<file path="config.mk">
export PLATFORM = sky130hd
export DESIGN_NAME = pipeline_hazard_controller_flat
export DESIGN_NICKNAME = d
export VERILOG_FILES = /design/src/rtl/pipeline_hazard_controller_if.sv /design/src/rtl/pipeline_hazard_controller.sv /design/src/flat_wrapper.sv
export SDC_FILE = /design/constraint.sdc
export NUM_CORES = 1
export LEC_CHECK = 0
export CORE_AREA = 2 2 72 74
export DETAILED_ROUTE_END_ITERATION = 10
export DIE_AREA = 0 0 74 76
export PLACE_DENSITY_LB_ADDON = 0.08
export SLEW_MARGIN = 20
export SYNTH_ARGS = -nofsm -noshare
export SYNTH_HDL_FRONTEND = slang
export SYNTH_SLANG_ARGS = --single-unit
</file>
<file path="constraint.sdc">
create_clock -name clk -period 2.7 [get_ports clk]
set_clock_uncertainty 0.2 [all_clocks]
set_input_delay 0.405 -clock clk [delete_from_list [all_inputs] [get_ports clk]]
set_output_delay 0.405 -clock clk [all_outputs]
set_load 0.05 [all_outputs]
</file>
<file path="src/rtl/pipeline_hazard_controller_if.sv">
// rtl/pipeline_hazard_controller_if.sv - pipeline status in, hazard control out
interface pipeline_hazard_controller_if #(
  parameter int CNT_W = 32
);
  logic [4:0]       id_rs1;
  logic [4:0]       id_rs2;
  logic             id_uses_rs2;
  logic [4:0]       ex_rs1;
  logic [4:0]       ex_rs2;
  logic [4:0]       ex_rd;
  logic             ex_mem_read;
  logic [4:0]       mem_rd;
  logic             mem_reg_write;
  logic             mem_branch;
  logic             mem_alu_zero;
  logic [4:0]       wb_rd;
  logic             wb_reg_write;
  logic             ext_stall;
  logic [1:0]       forward_a;
  logic [1:0]       forward_b;
  logic             pc_write;
  logic             if_id_write;
  logic             pipe_hold;
  logic             pc_sel;
  logic             if_id_flush;
  logic             id_ex_flush;
  logic             ex_mem_flush;
  logic [1:0]       state;
  logic             timeout_err;
  logic [CNT_W-1:0] stall_cnt;
  logic [CNT_W-1:0] flush_cnt;
  logic [CNT_W-1:0] freeze_cnt;

  // Pipeline side: drives stage status, observes control.
  modport master (
    output id_rs1, id_rs2, id_uses_rs2, ex_rs1, ex_rs2, ex_rd, ex_mem_read,
           mem_rd, mem_reg_write, mem_branch, mem_alu_zero, wb_rd, wb_reg_write,
           ext_stall,
    input  forward_a, forward_b, pc_write, if_id_write, pipe_hold, pc_sel,
           if_id_flush, id_ex_flush, ex_mem_flush, state, timeout_err,
           stall_cnt, flush_cnt, freeze_cnt
  );

  // Controller side.
  modport slave (
    input  id_rs1, id_rs2, id_uses_rs2, ex_rs1, ex_rs2, ex_rd, ex_mem_read,
           mem_rd, mem_reg_write, mem_branch, mem_alu_zero, wb_rd, wb_reg_write,
           ext_stall,
    output forward_a, forward_b, pc_write, if_id_write, pipe_hold, pc_sel,
           if_id_flush, id_ex_flush, ex_mem_flush, state, timeout_err,
           stall_cnt, flush_cnt, freeze_cnt
  );
endinterface

</file>
<file path="src/rtl/pipeline_hazard_controller.sv">
// rtl/pipeline_hazard_controller.sv - RV64 5-stage forwarding/stall/flush/freeze control (HAZARD_PERF_CNT_EN enables perf counters)
module pipeline_hazard_controller #(
  parameter int FREEZE_TIMEOUT = 16,
  parameter int CNT_W          = 32
) (
  input logic                        clk,
  input logic                        reset,
  pipeline_hazard_controller_if.slave bus
);

  typedef enum logic [1:0] {
    RUN    = 2'b00,
    STALL  = 2'b01,
    FLUSH  = 2'b10,
    FREEZE = 2'b11
  } state_t;

  localparam int FW = (FREEZE_TIMEOUT < 2) ? 1 : $clog2(FREEZE_TIMEOUT + 1);
  localparam logic [FW-1:0] FREEZE_MAX = FW'(FREEZE_TIMEOUT);

  state_t        state_q;
  state_t        next_state;
  logic [FW-1:0] freeze_run_q;
  logic          timeout_err_q;
  logic          load_use;
  logic          br_taken;

  // EX_MEM result is newer than MEM_WB, so it wins when both match.
  function automatic logic [1:0] fwd_sel(
    input logic [4:0] rs,
    input logic       m_we,
    input logic [4:0] m_rd,
    input logic       w_we,
    input logic [4:0] w_rd
  );
    if (m_we && (m_rd != 5'd0) && (m_rd == rs))      return 2'b10;
    else if (w_we && (w_rd != 5'd0) && (w_rd == rs)) return 2'b01;
    else                                             return 2'b00;
  endfunction

  // Hazard conditions derived from the stage registers.
  always_comb begin
    load_use = bus.ex_mem_read && (bus.ex_rd != 5'd0) &&
               ((bus.ex_rd == bus.id_rs1) ||
                (bus.id_uses_rs2 && (bus.ex_rd == bus.id_rs2)));
    br_taken = bus.mem_branch && bus.mem_alu_zero;
  end

  // Priority resolution: freeze > branch flush > load-use stall > run.
  always_comb begin
    next_state       = RUN;
    bus.forward_a    = 2'b00;
    bus.forward_b    = 2'b00;
    bus.pc_write     = 1'b1;
    bus.if_id_write  = 1'b1;
    bus.pipe_hold    = 1'b0;
    bus.pc_sel       = 1'b0;
    bus.if_id_flush  = 1'b0;
    bus.id_ex_flush  = 1'b0;
    bus.ex_mem_flush = 1'b0;
    if (!reset) begin
      bus.forward_a = fwd_sel(bus.ex_rs1, bus.mem_reg_write, bus.mem_rd,
                              bus.wb_reg_write, bus.wb_rd);
      bus.forward_b = fwd_sel(bus.ex_rs2, bus.mem_reg_write, bus.mem_rd,
                              bus.wb_reg_write, bus.wb_rd);
      if (bus.ext_stall) begin
        // A taken branch waiting in EX_MEM is kept and handled after the freeze.
        next_state      = FREEZE;
        bus.pc_write    = 1'b0;
        bus.if_id_write = 1'b0;
        bus.pipe_hold   = 1'b1;
      end else if (br_taken) begin
        // The load-use consumer is squashed, so no bubble is needed.
        next_state       = FLUSH;
        bus.pc_sel       = 1'b1;
        bus.if_id_flush  = 1'b1;
        bus.id_ex_flush  = 1'b1;
        bus.ex_mem_flush = 1'b1;
      end else if (load_use) begin
        next_state      = STALL;
        bus.pc_write    = 1'b0;
        bus.if_id_write = 1'b0;
        bus.id_ex_flush = 1'b1;
      end
    end
  end

  // State register records the case that won last cycle.
  always_ff @(posedge clk) begin
    if (reset) state_q <= RUN;
    else       state_q <= next_state;
  end

  // Consecutive freeze tracking with a sticky timeout flag.
  always_ff @(posedge clk) begin
    if (reset) begin
      freeze_run_q  <= '0;
      timeout_err_q <= 1'b0;
    end else if (bus.ext_stall) begin
      if (freeze_run_q != FREEZE_MAX) freeze_run_q <= freeze_run_q + 1'b1;
      if (freeze_run_q + 1'b1 >= FREEZE_MAX) timeout_err_q <= 1'b1;
    end else begin
      freeze_run_q <= '0;
    end
  end

  assign bus.state       = state_q;
  assign bus.timeout_err = timeout_err_q;

`ifdef HAZARD_PERF_CNT_EN
  logic [CNT_W-1:0] stall_cnt_q;
  logic [CNT_W-1:0] flush_cnt_q;
  logic [CNT_W-1:0] freeze_cnt_q;

  // Free-running event counters, wrapping naturally.
  always_ff @(posedge clk) begin
    if (reset) begin
      stall_cnt_q  <= '0;
      flush_cnt_q  <= '0;
      freeze_cnt_q <= '0;
    end else begin
      if (next_state == STALL)  stall_cnt_q  <= stall_cnt_q + 1'b1;
      if (next_state == FLUSH)  flush_cnt_q  <= flush_cnt_q + 1'b1;
      if (next_state == FREEZE) freeze_cnt_q <= freeze_cnt_q + 1'b1;
    end
  end

  assign bus.stall_cnt  = stall_cnt_q;
  assign bus.flush_cnt  = flush_cnt_q;
  assign bus.freeze_cnt = freeze_cnt_q;
`else
  assign bus.stall_cnt  = {CNT_W{1'b0}};
  assign bus.flush_cnt  = {CNT_W{1'b0}};
  assign bus.freeze_cnt = {CNT_W{1'b0}};
`endif

endmodule
</file>
<file path="src/flat_wrapper.sv">
// flat-port wrapper written by rule: the top's interface ports become plain ports
module pipeline_hazard_controller_flat 
#(
  parameter int FREEZE_TIMEOUT = 16,
  parameter int CNT_W          = 32
)
  (clk, reset, bus_id_rs1, bus_id_rs2, bus_id_uses_rs2, bus_ex_rs1, bus_ex_rs2, bus_ex_rd, bus_ex_mem_read, bus_mem_rd, bus_mem_reg_write, bus_mem_branch, bus_mem_alu_zero, bus_wb_rd, bus_wb_reg_write, bus_ext_stall, bus_forward_a, bus_forward_b, bus_pc_write, bus_if_id_write, bus_pipe_hold, bus_pc_sel, bus_if_id_flush, bus_id_ex_flush, bus_ex_mem_flush, bus_state, bus_timeout_err, bus_stall_cnt, bus_flush_cnt, bus_freeze_cnt);
  pipeline_hazard_controller_if #(.CNT_W(CNT_W)) bus_i ();
  input logic clk;
  input logic reset;
  input wire logic [$bits(bus_i.id_rs1)-1:0] bus_id_rs1;
  input wire logic [$bits(bus_i.id_rs2)-1:0] bus_id_rs2;
  input wire logic [$bits(bus_i.id_uses_rs2)-1:0] bus_id_uses_rs2;
  input wire logic [$bits(bus_i.ex_rs1)-1:0] bus_ex_rs1;
  input wire logic [$bits(bus_i.ex_rs2)-1:0] bus_ex_rs2;
  input wire logic [$bits(bus_i.ex_rd)-1:0] bus_ex_rd;
  input wire logic [$bits(bus_i.ex_mem_read)-1:0] bus_ex_mem_read;
  input wire logic [$bits(bus_i.mem_rd)-1:0] bus_mem_rd;
  input wire logic [$bits(bus_i.mem_reg_write)-1:0] bus_mem_reg_write;
  input wire logic [$bits(bus_i.mem_branch)-1:0] bus_mem_branch;
  input wire logic [$bits(bus_i.mem_alu_zero)-1:0] bus_mem_alu_zero;
  input wire logic [$bits(bus_i.wb_rd)-1:0] bus_wb_rd;
  input wire logic [$bits(bus_i.wb_reg_write)-1:0] bus_wb_reg_write;
  input wire logic [$bits(bus_i.ext_stall)-1:0] bus_ext_stall;
  output wire logic [$bits(bus_i.forward_a)-1:0] bus_forward_a;
  output wire logic [$bits(bus_i.forward_b)-1:0] bus_forward_b;
  output wire logic [$bits(bus_i.pc_write)-1:0] bus_pc_write;
  output wire logic [$bits(bus_i.if_id_write)-1:0] bus_if_id_write;
  output wire logic [$bits(bus_i.pipe_hold)-1:0] bus_pipe_hold;
  output wire logic [$bits(bus_i.pc_sel)-1:0] bus_pc_sel;
  output wire logic [$bits(bus_i.if_id_flush)-1:0] bus_if_id_flush;
  output wire logic [$bits(bus_i.id_ex_flush)-1:0] bus_id_ex_flush;
  output wire logic [$bits(bus_i.ex_mem_flush)-1:0] bus_ex_mem_flush;
  output wire logic [$bits(bus_i.state)-1:0] bus_state;
  output wire logic [$bits(bus_i.timeout_err)-1:0] bus_timeout_err;
  output wire logic [$bits(bus_i.stall_cnt)-1:0] bus_stall_cnt;
  output wire logic [$bits(bus_i.flush_cnt)-1:0] bus_flush_cnt;
  output wire logic [$bits(bus_i.freeze_cnt)-1:0] bus_freeze_cnt;
  assign bus_i.id_rs1 = bus_id_rs1;
  assign bus_i.id_rs2 = bus_id_rs2;
  assign bus_i.id_uses_rs2 = bus_id_uses_rs2;
  assign bus_i.ex_rs1 = bus_ex_rs1;
  assign bus_i.ex_rs2 = bus_ex_rs2;
  assign bus_i.ex_rd = bus_ex_rd;
  assign bus_i.ex_mem_read = bus_ex_mem_read;
  assign bus_i.mem_rd = bus_mem_rd;
  assign bus_i.mem_reg_write = bus_mem_reg_write;
  assign bus_i.mem_branch = bus_mem_branch;
  assign bus_i.mem_alu_zero = bus_mem_alu_zero;
  assign bus_i.wb_rd = bus_wb_rd;
  assign bus_i.wb_reg_write = bus_wb_reg_write;
  assign bus_i.ext_stall = bus_ext_stall;
  assign bus_forward_a = bus_i.forward_a;
  assign bus_forward_b = bus_i.forward_b;
  assign bus_pc_write = bus_i.pc_write;
  assign bus_if_id_write = bus_i.if_id_write;
  assign bus_pipe_hold = bus_i.pipe_hold;
  assign bus_pc_sel = bus_i.pc_sel;
  assign bus_if_id_flush = bus_i.if_id_flush;
  assign bus_id_ex_flush = bus_i.id_ex_flush;
  assign bus_ex_mem_flush = bus_i.ex_mem_flush;
  assign bus_state = bus_i.state;
  assign bus_timeout_err = bus_i.timeout_err;
  assign bus_stall_cnt = bus_i.stall_cnt;
  assign bus_flush_cnt = bus_i.flush_cnt;
  assign bus_freeze_cnt = bus_i.freeze_cnt;
  pipeline_hazard_controller #(.FREEZE_TIMEOUT(FREEZE_TIMEOUT), .CNT_W(CNT_W)) u_core (.clk(clk), .reset(reset), .bus(bus_i));
endmodule
</file>
==> results_tabular.tex <==
\begin{tabular}{lr}
\hline
Metric & Value \\
\hline
\multicolumn{2}{l}{\textbf{Run status}} \\
Outcome & finished clean \\
\multicolumn{2}{l}{\textbf{Clock tree}} \\
Hold\_buf cts & 0 \\
Clock Sink Count & 8 \\
CTS tree & yes \\
CTS Root Buffer Type & sky130\_fd\_sc\_hd\_\_clkbuf\_8 \\
H-tree depth reported by CTS & 1 \\
Maximum root-to-sink buffer count & 2 \\
Latest clock arrival within the worst-skew pair & 0.22 ns \\
Clock input transition at the sequential cells of the worst setup and hold paths & about 0.040 ns \\
Number of clock buffers inserted by TritonCTS & 3 \\
\multicolumn{2}{l}{\textbf{Min path}} \\
Min-delay worst type & reg2reg \\
\multicolumn{2}{l}{\textbf{Timing}} \\
Final Hold Violating Endpoints & 0 \\
Setup tns final & 0 ns \\
\# setup viols final & 0 \\
Max-Slew Margin vs Limit & 64.4\% \\
Slew @ Worst Pin & 0.532 ns \\
Unrepaired setup endpoints after global routing & yes \\
Shortest clock period the worst path allows after layout & 2.67 ns \\
Pins Over Slew Limit & 0 \\
Fin crit share & 98.9\% \\
Final setup slack of the worst path & 0.0287 ns \\
Fmax & 374 MHz \\
\multicolumn{2}{l}{\textbf{Power and ir drop}} \\
Worst supply voltage drop on vdd & 0.185 mV \\
Net Sw Frac & 55.9\% \\
Portion of total power attributed to the clock network & $\sim$18\% \\
Combinational Power Share & 66.0\% \\
Internal power summed over all cells & 342 uW \\
PD cells & about 370 mW/mm\^{}2 \\
Part of the power in registers & 16.0\% \\
Switching power & $\sim$430 uW \\
Reported leakage power & between 0.0009 and 0.001 uW \\
\multicolumn{2}{l}{\textbf{Synth}} \\
Post-synth top flop & sky130\_fd\_sc\_hd\_\_dfxtp\_1 \\
Post-synth design cell area & 0.00152 mm\^{}2 \\
Post-synthesis cell type with the largest combined area & sky130\_fd\_sc\_hd\_\_buf\_4 \\
Main area contributors after synthesis & sky130\_fd\_sc\_hd\_\_buf\_4, sky130\_fd\_sc\_hd\_\_xor2\_1, sky130\_fd\_sc\_hd\_\_dfxtp\_1, sky130\_fd\_sc\_hd\_\_xnor2\_1, sky130\_fd\_sc\_hd\_\_or4\_1 \\
Top cells by count, synth & sky130\_fd\_sc\_hd\_\_buf\_4, sky130\_fd\_sc\_hd\_\_xor2\_1, sky130\_fd\_sc\_hd\_\_xnor2\_1 \\
Synth Warn \# & 0 \\
Synth async-reset ratio & 0\% \\
Synth cell types & 28 \\
Proportion of synthesized chip area in sequential cells & a little over a tenth \\
Area fraction of the dominant cell type after synthesis & 49.0\% \\
Synth Register Bits & 8 \\
Count of flip-flops with a built-in enable after synthesis & 0 \\
Count leader, synth & sky130\_fd\_sc\_hd\_\_buf\_4 \\
Post-Synthesis Mean Instance Area & 7.82 um\^{}2 \\
Post-Synthesis Cells & 194 \\
\multicolumn{2}{l}{\textbf{Die}} \\
Total core area & 0.00491 mm\^{}2 \\
Chip height & 76 um \\
Floorplan row count & 26 \\
Die X-Extent & 74 um \\
Total die area & 0.00562 mm\^{}2 \\
Initial standard-cell utilization of the core & 30.9\% \\
Number of ports placed on the die boundary & about 150 \\
\multicolumn{2}{l}{\textbf{Setup path}} \\
Category of the critical setup timing path & in2out \\
Crit-path slowest cell & sky130\_fd\_sc\_hd\_\_or4\_4 \\
Worst setup EP type & output port \\
Critical Path Max Stage Delay & roughly 0.54 ns \\
Cell type group with the largest total delay on the critical path & simple AND/OR/NAND/NOR gates \\
Cell Chain, Critical Path & clkdlybuf4s50\_1, xor2\_1, or4\_4, nor4\_4, buf\_12 \\
Required time of the critical path & 2.10 ns \\
Data arrival at the endpoint of the critical path & 2.07 ns \\
Bufs and invs on worst path & 2 \\
Crit start category & input port \\
Largest fanout on the critical path & 2 \\
\multicolumn{2}{l}{\textbf{Detailed routing}} \\
Detailed-route wire length per cell & 9.60 um \\
Detailed-route wire length & 3.23 mm \\
Routed via count divided by cell count & between 3 and 4 \\
Starting DRC count in detailed routing & 21 \\
Post-detailed-route count of antenna-violating nets & 0 \\
Drc violations & 0 \\
Overall via count from detail\_route & between 1000 and 1500 \\
First-pass iteration count of the detailed router & 4 \\
\multicolumn{2}{l}{\textbf{Final layout}} \\
Post-route standard cell area excluding fillers & about 0.0021 mm\^{}2 \\
Final Net Count & $\sim$320 \\
Synth-to-layout area growth & 38.6\% \\
Diode insertion count for antenna repair & 0 \\
Fraction of layout cells with a size suffix above 1 & 16.5\% \\
Non-filler instance count after layout & between 300 and 400 \\
\multicolumn{2}{l}{\textbf{GRT}} \\
Antenna violations before repair & 0 \\
Number of global-route vias before repair & 995 \\
Remaining global-route overflow & 0 \\
Largest net degree at the start of global routing & 9 \\
All-Layer GR Usage & 9.98\% \\
Wire length of the first global-routing pass & 4.39 mm \\
\multicolumn{2}{l}{\textbf{Place}} \\
Post-Place Cell Area & 0.00201 mm\^{}2 \\
Number of buffers added on ports & 57 \\
Cell count after placement & 331 \\
Post-place setup slack & -0.113 ns \\
RD Place Congestion & 0.848 \\
Detailed-placement wirelength estimate & roughly 2.8 mm \\
\multicolumn{2}{l}{\textbf{Run}} \\
Max-cap check violation count & 0 \\
\hline
\end{tabular}
tightest hold or removal path: cells and delay by family, from the launching register on:
kind	cells	cell delay, ns
compound gates	1	0.07
buf+inv	1	0.05
flops	1	0.30
power by group through the flow:
stage          Combinational, uW  Sequential [uW]  Clock (uW)
3_5_place_dp                 504              126           0
6_report                     511              124         140
4_1_cts                      506              124         147
5_1_grt                      532              124         156
3_3_place_gp                 506              126           0
2_1_floorplan                477              132           0
layout make-up:
class | instances | area, um^2
multi-input cells | 176 | 1000
clock buffers | 3 | 41.3
inverters | 4 | 15.0
well taps | 70 | 87.6
flip-flops and latches | 8 | 160
fillers | 515 | 2810
repair buffers | 76 | 797
per-layer routing:
layer | vias up | GRT usage, % | share of wire [%]
met5 | - | 0 | 0
met4 | 0 | 5.09 | 3.2
met3 | 10 | 1.85 | 12
met2 | 94 | 16.3 | 46
met1 | 508 | 12.2 | 39
li1 | 576 | - | -
final timing paths:
path,start,to,slack (ns),cells after the start
setup / recovery,bus_ex_rs2[4],bus_forward_b[0],0.03,5
hold reg to reg,u_core.bus.timeout_err,u_core.bus.timeout_err,0.27,2
setup reg to reg,u_core.freeze_run_q[0],u_core.freeze_run_q[1],1.16,6
hold / removal,u_core.bus.timeout_err,u_core.bus.timeout_err,0.27,2
cell families after synthesis:
group | count (synthesis) | share of synthesized area, %
adders and majority gates | 2 | 1.65
muxes | 1 | 0.660
AOI/OAI and AO/OA | 9 | 3.87
and+or+nand+nor | 34 | 12.9
buffers and inverters | 105 | 50.5
other | 1 | 0.247
xor gates and xnor gates | 34 | 19.6
DFF | 8 | 10.6
registers in the layout, summed over array words and instances, names as in the netlist:
register,flops
u_core.bus.state,2
u_core.bus.timeout_err,1
u_core.freeze_run_q,5
timing repair:
item / in CTS / in global routing
gates resized for setup: 11 / 7
pin swaps: 4 / 7
buffers inserted: 3 / 1
endpoints found under the setup margin: 4 / 7
cell usage in the layout, fill, tap and decap left out, types with 4 or more instances in the layout:
cell type and instances:
sky130_fd_sc_hd__conb_1 96, sky130_fd_sc_hd__clkdlybuf4s50_1 36, sky130_fd_sc_hd__xor2_1 21, sky130_fd_sc_hd__buf_4 21, sky130_fd_sc_hd__xnor2_1 13, sky130_fd_sc_hd__buf_12 9
sky130_fd_sc_hd__dfxtp_1 8, sky130_fd_sc_hd__dlygate4sd2_1 7, sky130_fd_sc_hd__nor2_1 6, sky130_fd_sc_hd__inv_1 4, sky130_fd_sc_hd__nand2_1 4, sky130_fd_sc_hd__nand3_1 4
sky130_fd_sc_hd__nor3_1 4
per-stage QoR:
| stage | power (uW) | util (%) | hold slack (ns) |
|---|---|---|---|
| after floorplan | 609 | - | 0.294 |
| after global placement | 632 | 40.9 | 0.261 |
| after detailed placement | 629 | 40.9 | 0.268 |
| after CTS | 777 | 42.1 | 0.275 |
| after global routing | 813 | 42.8 | 0.318 |
| final | 774 | 42.8 | 0.268 |
No activity file was read; power rests on OpenSTA's default activity.
